File: src/rtl/uart_tx_fifo.sv
// Byte FIFO feeding a serial sender through a WE/Busy handshake.
// Optional sticky overflow flag: define UART_TX_FIFO_OVF_FLAG_EN.
module uart_tx_fifo #(
  parameter int unsigned DEPTH = 16
) (
  input  logic                     CLK,
  input  logic                     RST_N,
  input  logic [7:0]               wr_data,
  input  logic                     wr_en,
  output logic                     full,
  output logic                     empty,
  output logic [$clog2(DEPTH):0]   count,
  input  logic                     tx_busy,
  output logic [7:0]               tx_data,
  output logic                     tx_we,
  output logic                     ovf,
  input  logic                     ovf_clr
);

  localparam int unsigned PtrW = $clog2(DEPTH);
  localparam int unsigned CntW = PtrW + 1;

  if ((DEPTH < 2) || ((DEPTH & (DEPTH - 1)) != 0)) begin : gen_bad_depth
    $error("uart_tx_fifo: DEPTH must be a power of two and at least 2");
  end

  typedef enum logic [1:0] {StIdle, StIssue, StWaitBusy, StWaitDone} state_e;

  state_e            state_q, state_d;
  logic [PtrW-1:0]   wr_ptr_q, wr_ptr_d;
  logic [PtrW-1:0]   rd_ptr_q, rd_ptr_d;
  logic [CntW-1:0]   count_q, count_d;
  logic [7:0]        tx_data_q, tx_data_d;
  logic [7:0]        mem_q [DEPTH];
  logic              push_ok;
  logic              pop;

  assign empty   = (count_q == '0);
  assign full    = (count_q == CntW'(DEPTH));
  assign count   = count_q;
  assign tx_data = tx_data_q;
  assign tx_we   = (state_q == StIssue);

  // full is registered, so a pop on the same edge cannot rescue a push.
  assign push_ok = wr_en && !full;

  always_comb begin
    state_d = state_q;
    pop     = 1'b0;
    unique case (state_q)
      StIdle: begin
        if (!empty && !tx_busy) begin
          state_d = StIssue;
          pop     = 1'b1;
        end
      end
      StIssue:    state_d = StWaitBusy;
      StWaitBusy: if (tx_busy) state_d = StWaitDone;
      StWaitDone: if (!tx_busy) state_d = StIdle;
      default:    state_d = StIdle;
    endcase
  end

  always_comb begin
    wr_ptr_d  = wr_ptr_q;
    rd_ptr_d  = rd_ptr_q;
    tx_data_d = tx_data_q;
    count_d   = count_q + CntW'(push_ok) - CntW'(pop);
    if (push_ok) wr_ptr_d = wr_ptr_q + PtrW'(1);
    if (pop) begin
      rd_ptr_d  = rd_ptr_q + PtrW'(1);
      tx_data_d = mem_q[rd_ptr_q];
    end
  end

  always_ff @(posedge CLK) begin
    if (!RST_N) begin
      state_q   <= StIdle;
      wr_ptr_q  <= '0;
      rd_ptr_q  <= '0;
      count_q   <= '0;
      tx_data_q <= 8'h00;
    end else begin
      state_q   <= state_d;
      wr_ptr_q  <= wr_ptr_d;
      rd_ptr_q  <= rd_ptr_d;
      count_q   <= count_d;
      tx_data_q <= tx_data_d;
    end
  end

  // Storage needs no reset: pointers and count define what is valid.
  always_ff @(posedge CLK) begin
    if (RST_N && push_ok) mem_q[wr_ptr_q] <= wr_data;
  end

`ifdef UART_TX_FIFO_OVF_FLAG_EN
  logic ovf_q, ovf_d;

  always_comb begin
    ovf_d = ovf_q;
    if (wr_en && full) begin
      ovf_d = 1'b1;
    end else if (ovf_clr) begin
      ovf_d = 1'b0;
    end
  end

  always_ff @(posedge CLK) begin
    if (!RST_N) ovf_q <= 1'b0;
    else        ovf_q <= ovf_d;
  end

  assign ovf = ovf_q;
`else
  logic unused_ovf_clr;
  assign unused_ovf_clr = ovf_clr;
  assign ovf = 1'b0;
`endif

endmodule
File: config.mk
export PLATFORM = sky130hd
export DESIGN_NAME = uart_tx_fifo
export DESIGN_NICKNAME = d
export VERILOG_FILES = /design/src/rtl/uart_tx_fifo.sv
export SDC_FILE = /design/constraint.sdc
export NUM_CORES = 1
export LEC_CHECK = 0
export ABC_AREA = 1
export BUFFER_PORTS_ARGS = -buffer_cell sky130_fd_sc_hd__buf_2
export CORE_MARGIN = 10
export CORE_UTILIZATION = 50
export CTS_CLUSTER_SIZE = 12
export DETAILED_ROUTE_END_ITERATION = 10
export PLACE_DENSITY = 0.8
export SYNTH_ARGS = -nofsm -noshare
export SYNTH_HDL_FRONTEND = slang
export SYNTH_SLANG_ARGS = --single-unit
File: constraint.sdc
create_clock -name CLK -period 2.3 [get_ports CLK]
set_clock_uncertainty 0.1 [all_clocks]
set_input_delay 0.345 -clock CLK [delete_from_list [all_inputs] [get_ports CLK]]
set_output_delay 0.345 -clock CLK [all_outputs]
set_load 0.02 [all_outputs]
==> run summary <==
The logic depth of the worst register-to-register path was 13; the mean routed wirelength per cell was 16.7 um. Across the whole layout, storage elements account for 4310 um2. The area of the multi-input gates was 1920 um2; the number of flip-flops and latches in the synthesized netlist was 151.

The logs give 0 for the number of pins exceeding their max-slew limit in the final report and 4794 for the via count. Of all nets on the critical path, the largest fanout is 3. TritonCTS built the clock tree. The width of the die was 136 um. Hold is met by 0.153 ns. The worst path required time came out at 2.50 ns.

The tightest min-delay check is of the in2reg type. For the gate count after technology mapping, the log shows 671. The global placer's final weighted congestion is 0.841, and the number of buffers inserted during clock tree synthesis is 17.

Counting every net in the synthesized netlist gives 701. In the synthesized netlist the async set-or-reset flop fraction comes to 0%. The critical path is of the reg2reg type. The number of buffer cells added on primary ports came out at 27. During synthesis, Yosys emitted a total of 0 warnings.

First-pass iteration count of the detailed router: 6. Clock tree synthesis found a total of 151 sinks. The post-route cell area is 7790 um2. Max-cap violations in this run came to 0. The worst hold path begins at RST_N. The floorplan step defined a core boundary enclosing 13200 um2. The flow ran to the end, and the final reports show no timing, DRC or antenna violations.

The maximum number of pins on one net before global-route repair is 67, and the share of cells above drive strength 1 is 15.1%. STA classifies the critical path endpoint as a register. The full die area came out at 18500 um2. Summing all placed instances gives a cell area of 7200 um2. The number of setup violations in the final report is 0, and the count of unique library cells instantiated by Yosys is 27. The run gives 449 MHz as the timing-limited maximum frequency. Once detail routing completed, the nets flagged for antenna violations numbered 0. The worst setup path is launched from a register. The clock passes through at most 2 buffers. The actual transition at the worst max-transition pin was 0.570 ns; the number of synthesized flops with an enable pin was 128. The run gives 452 as the DRC violation total after the first TritonRoute iteration. In the routed layout, each cell is associated on average with a via count of 5.27. The H-tree was split into 4 levels. The number of fill cells is 1012. The worst flop-to-flop path startpoint was count[3]. The all-layer global routing usage is 17.2%, and the portion of the post-synthesis area used by sequential elements is 64.0%. For the overall routed net length, the log shows 15200 um. In this run the static leakage power is 3.36 nW. The worst-case IR drop observed on VDD is 567 uV.

In this run the worst setup path begins at count[3]. Pin placement for this block handled 30 I/O pins. Headroom to the max-slew limit came out at 61.8%.

The tools report the wire length of the first global-routing pass as 24400 um. After floorplanning, the core was divided into 42 placement rows. Subtracting the final worst setup slack from the clock period gives 2.23 ns.

The tools report the clock latency on the worst-skew pair as 0.42 ns. The count of unresolved DRC violations after routing was 0. The number of antenna diodes is 0, and the combined area of all synthesized cells is 6730 um2. The run gives 0 as the remaining global-route overflow. In this run the critical register-to-register path is captured at count[4]. Cells fill 59.1% of the core in the end. Clock tree root buffer cell: sky130_fd_sc_hd__clkbuf_16. The final layout contains 750 nets. After clock tree synthesis, the clock-pin slew on the worst setup and hold paths is 0.06 ns. Prevailing post-synth register cell: sky130_fd_sc_hd__edfxtp_1.

The reg-to-reg setup timing slack came out at 0.07 ns. The initial utilization of the core area, before any placement, comes to 51.0%. The part of the cycle the worst path needs is 96.8%.

Number of antenna violations at the first check in global routing: 0. Number of hold violations in the final report: 0. In this run the vertical extent of the chip is 136 um. For the number of global-route vias before repair, the log shows 4768. The area growth from synthesis to layout is 15.9%. The cell area power density works out to 1110 nW/um2.

The final HPWL from detailed placement came out at 9480 um. The data arrival time at the worst-slack endpoint is 2.43 ns, and the count of hold-fix buffers inserted at cts is 0. In this run the worst setup path terminates at count[4]. The synthesized area per cell came out at 10.0 um2.
## cell usage in the layout (no fill, tap or decap), drive strengths merged
master / netlist / final
inv: 97 / 100
clkbuf: 3 / 18
o21a: 8 / 8
edfxtp: 128 / 128
fa: 1 / 1
a21oi: 12 / 12
bufinv: 0 / 2
clkinv: 2 / 8
dfxtp: 23 / 23
conb: 1 / 1
xnor2: 1 / 1
mux2i: 1 / 1
nand4: 2 / 2
nand3: 97 / 97
o21ai: 7 / 7
nor3: 1 / 1
buf: 26 / 59
o21bai: 1 / 1
ha: 16 / 16
nor2: 20 / 20
xor2: 3 / 3
clkinvlp: 0 / 3
nand2: 221 / 221
## sequential cells by signal (all words and copies together), names as in the netlist
name      flops
count         5
wr_ptr_q      4
mem_q       128
tx_data       8
state_q       2
rd_ptr_q      4
## critical path, stage by stage, from the launching register on
cell                       delay (ns)
sky130_fd_sc_hd__dfxtp_4         0.36
sky130_fd_sc_hd__inv_4           0.06
sky130_fd_sc_hd__ha_4            0.14
sky130_fd_sc_hd__nand4_4         0.10
sky130_fd_sc_hd__nand3_4         0.12
sky130_fd_sc_hd__inv_4           0.04
sky130_fd_sc_hd__ha_4            0.25
sky130_fd_sc_hd__inv_2           0.03
sky130_fd_sc_hd__ha_4            0.15
sky130_fd_sc_hd__fa_2            0.34
sky130_fd_sc_hd__a21oi_2         0.14
sky130_fd_sc_hd__o21bai_1        0.10
sky130_fd_sc_hd__o21ai_1         0.12
sky130_fd_sc_hd__a21oi_1         0.05
## synthesized netlist by cell type, drive strengths merged (2+ instances only)
| cell | count | area share, % |
|---|---|---|
| o21ai | 7 | 0.52 |
| inv | 97 | 5.4 |
| dfxtp | 23 | 6.8 |
| xor2 | 3 | 0.39 |
| edfxtp | 128 | 57 |
| clkbuf | 3 | 0.17 |
| buf | 26 | 2.7 |
| ha | 16 | 3.0 |
| nand4 | 2 | 0.28 |
| o21a | 8 | 0.89 |
| nand2 | 221 | 12 |
| clkinv | 2 | 0.11 |
| nor2 | 20 | 1.1 |
| a21oi | 12 | 0.89 |
| nand3 | 97 | 7.3 |
## report_power, final
group | total (mW) | internal (mW) | switching [mW]
sequential | 3.27 | 3.15 | 0.118
combinational | 2.68 | 0.895 | 1.79
clock | 2.71 | 1.60 | 1.10
total | 8.66 | 5.65 | 3.01
## logic make-up (layout without fill, tap and decap cells)
group | after synthesis | in the layout | synth area share, %
AND/OR/NAND/NOR | 341 | 341 | 21.2
flip-flops | 151 | 151 | 64.0
buffers and inverters | 128 | 190 | 8.43
AO/OA/AOI/OAI | 28 | 28 | 2.42
adder cells (fa/ha/maj) | 17 | 17 | 3.27
XOR/XNOR | 4 | 4 | 0.521
other | 1 | 1 | 0.0558
multiplexers | 1 | 1 | 0.149
## per-stage QoR
stage / TNS, ns / cells / total power, mW / worst slack (ns)
after floorplan: -0.0921 / 671 / 5.19 / -0.0921
after CTS: 0 / 907 / 8.63 / 0.0134
after global routing: -0.00275 / 909 / 9.09 / -0.00275
final: 0 / 909 / 8.66 / 0.0742
after detailed placement: -0.0143 / 875 / 5.93 / -0.0143
after global placement: 0 / 875 / 5.81 / 0.0253
## cell type report
type                            count  area share, %
Clock buffer                       18           5.51
Clock inverter                     14           1.93
Inverter                           99           4.83
Multi-Input combinational cell    392           24.6
Sequential cell                   151           55.3
Tap cell                          176           2.83
Timing Repair Buffer               59           4.98
## routing by layer
metal  wire, um  global-route usage, %
met4        624                   9.76
met2       7530                   27.8
met5          0                      0
met3       1170                   3.69
met1       5900                   20.8
## what timing repair did
action | in CTS | in global routing
gates resized for setup | 2 | 0
buffers inserted | 0 | 2
pin swaps | 1 | 4
hold endpoints to repair | 0 | 0
setup endpoints to repair | 1 | 1
## how the worst min path moves through the flow
stage / end / slack, ns / cells past startpoint
3_5_place_dp: wr_ptr_q[3] / 0.43 / 2
5_1_grt: wr_ptr_q[2] / 0.20 / 3
3_3_place_gp: wr_ptr_q[3] / 0.40 / 2
6_report: wr_ptr_q[2] / 0.15 / 3
4_1_cts: wr_ptr_q[2] / 0.13 / 3
2_1_floorplan: mem_q[0][0] / 0.34 / 0
Power figures use the tool's default switching activity.
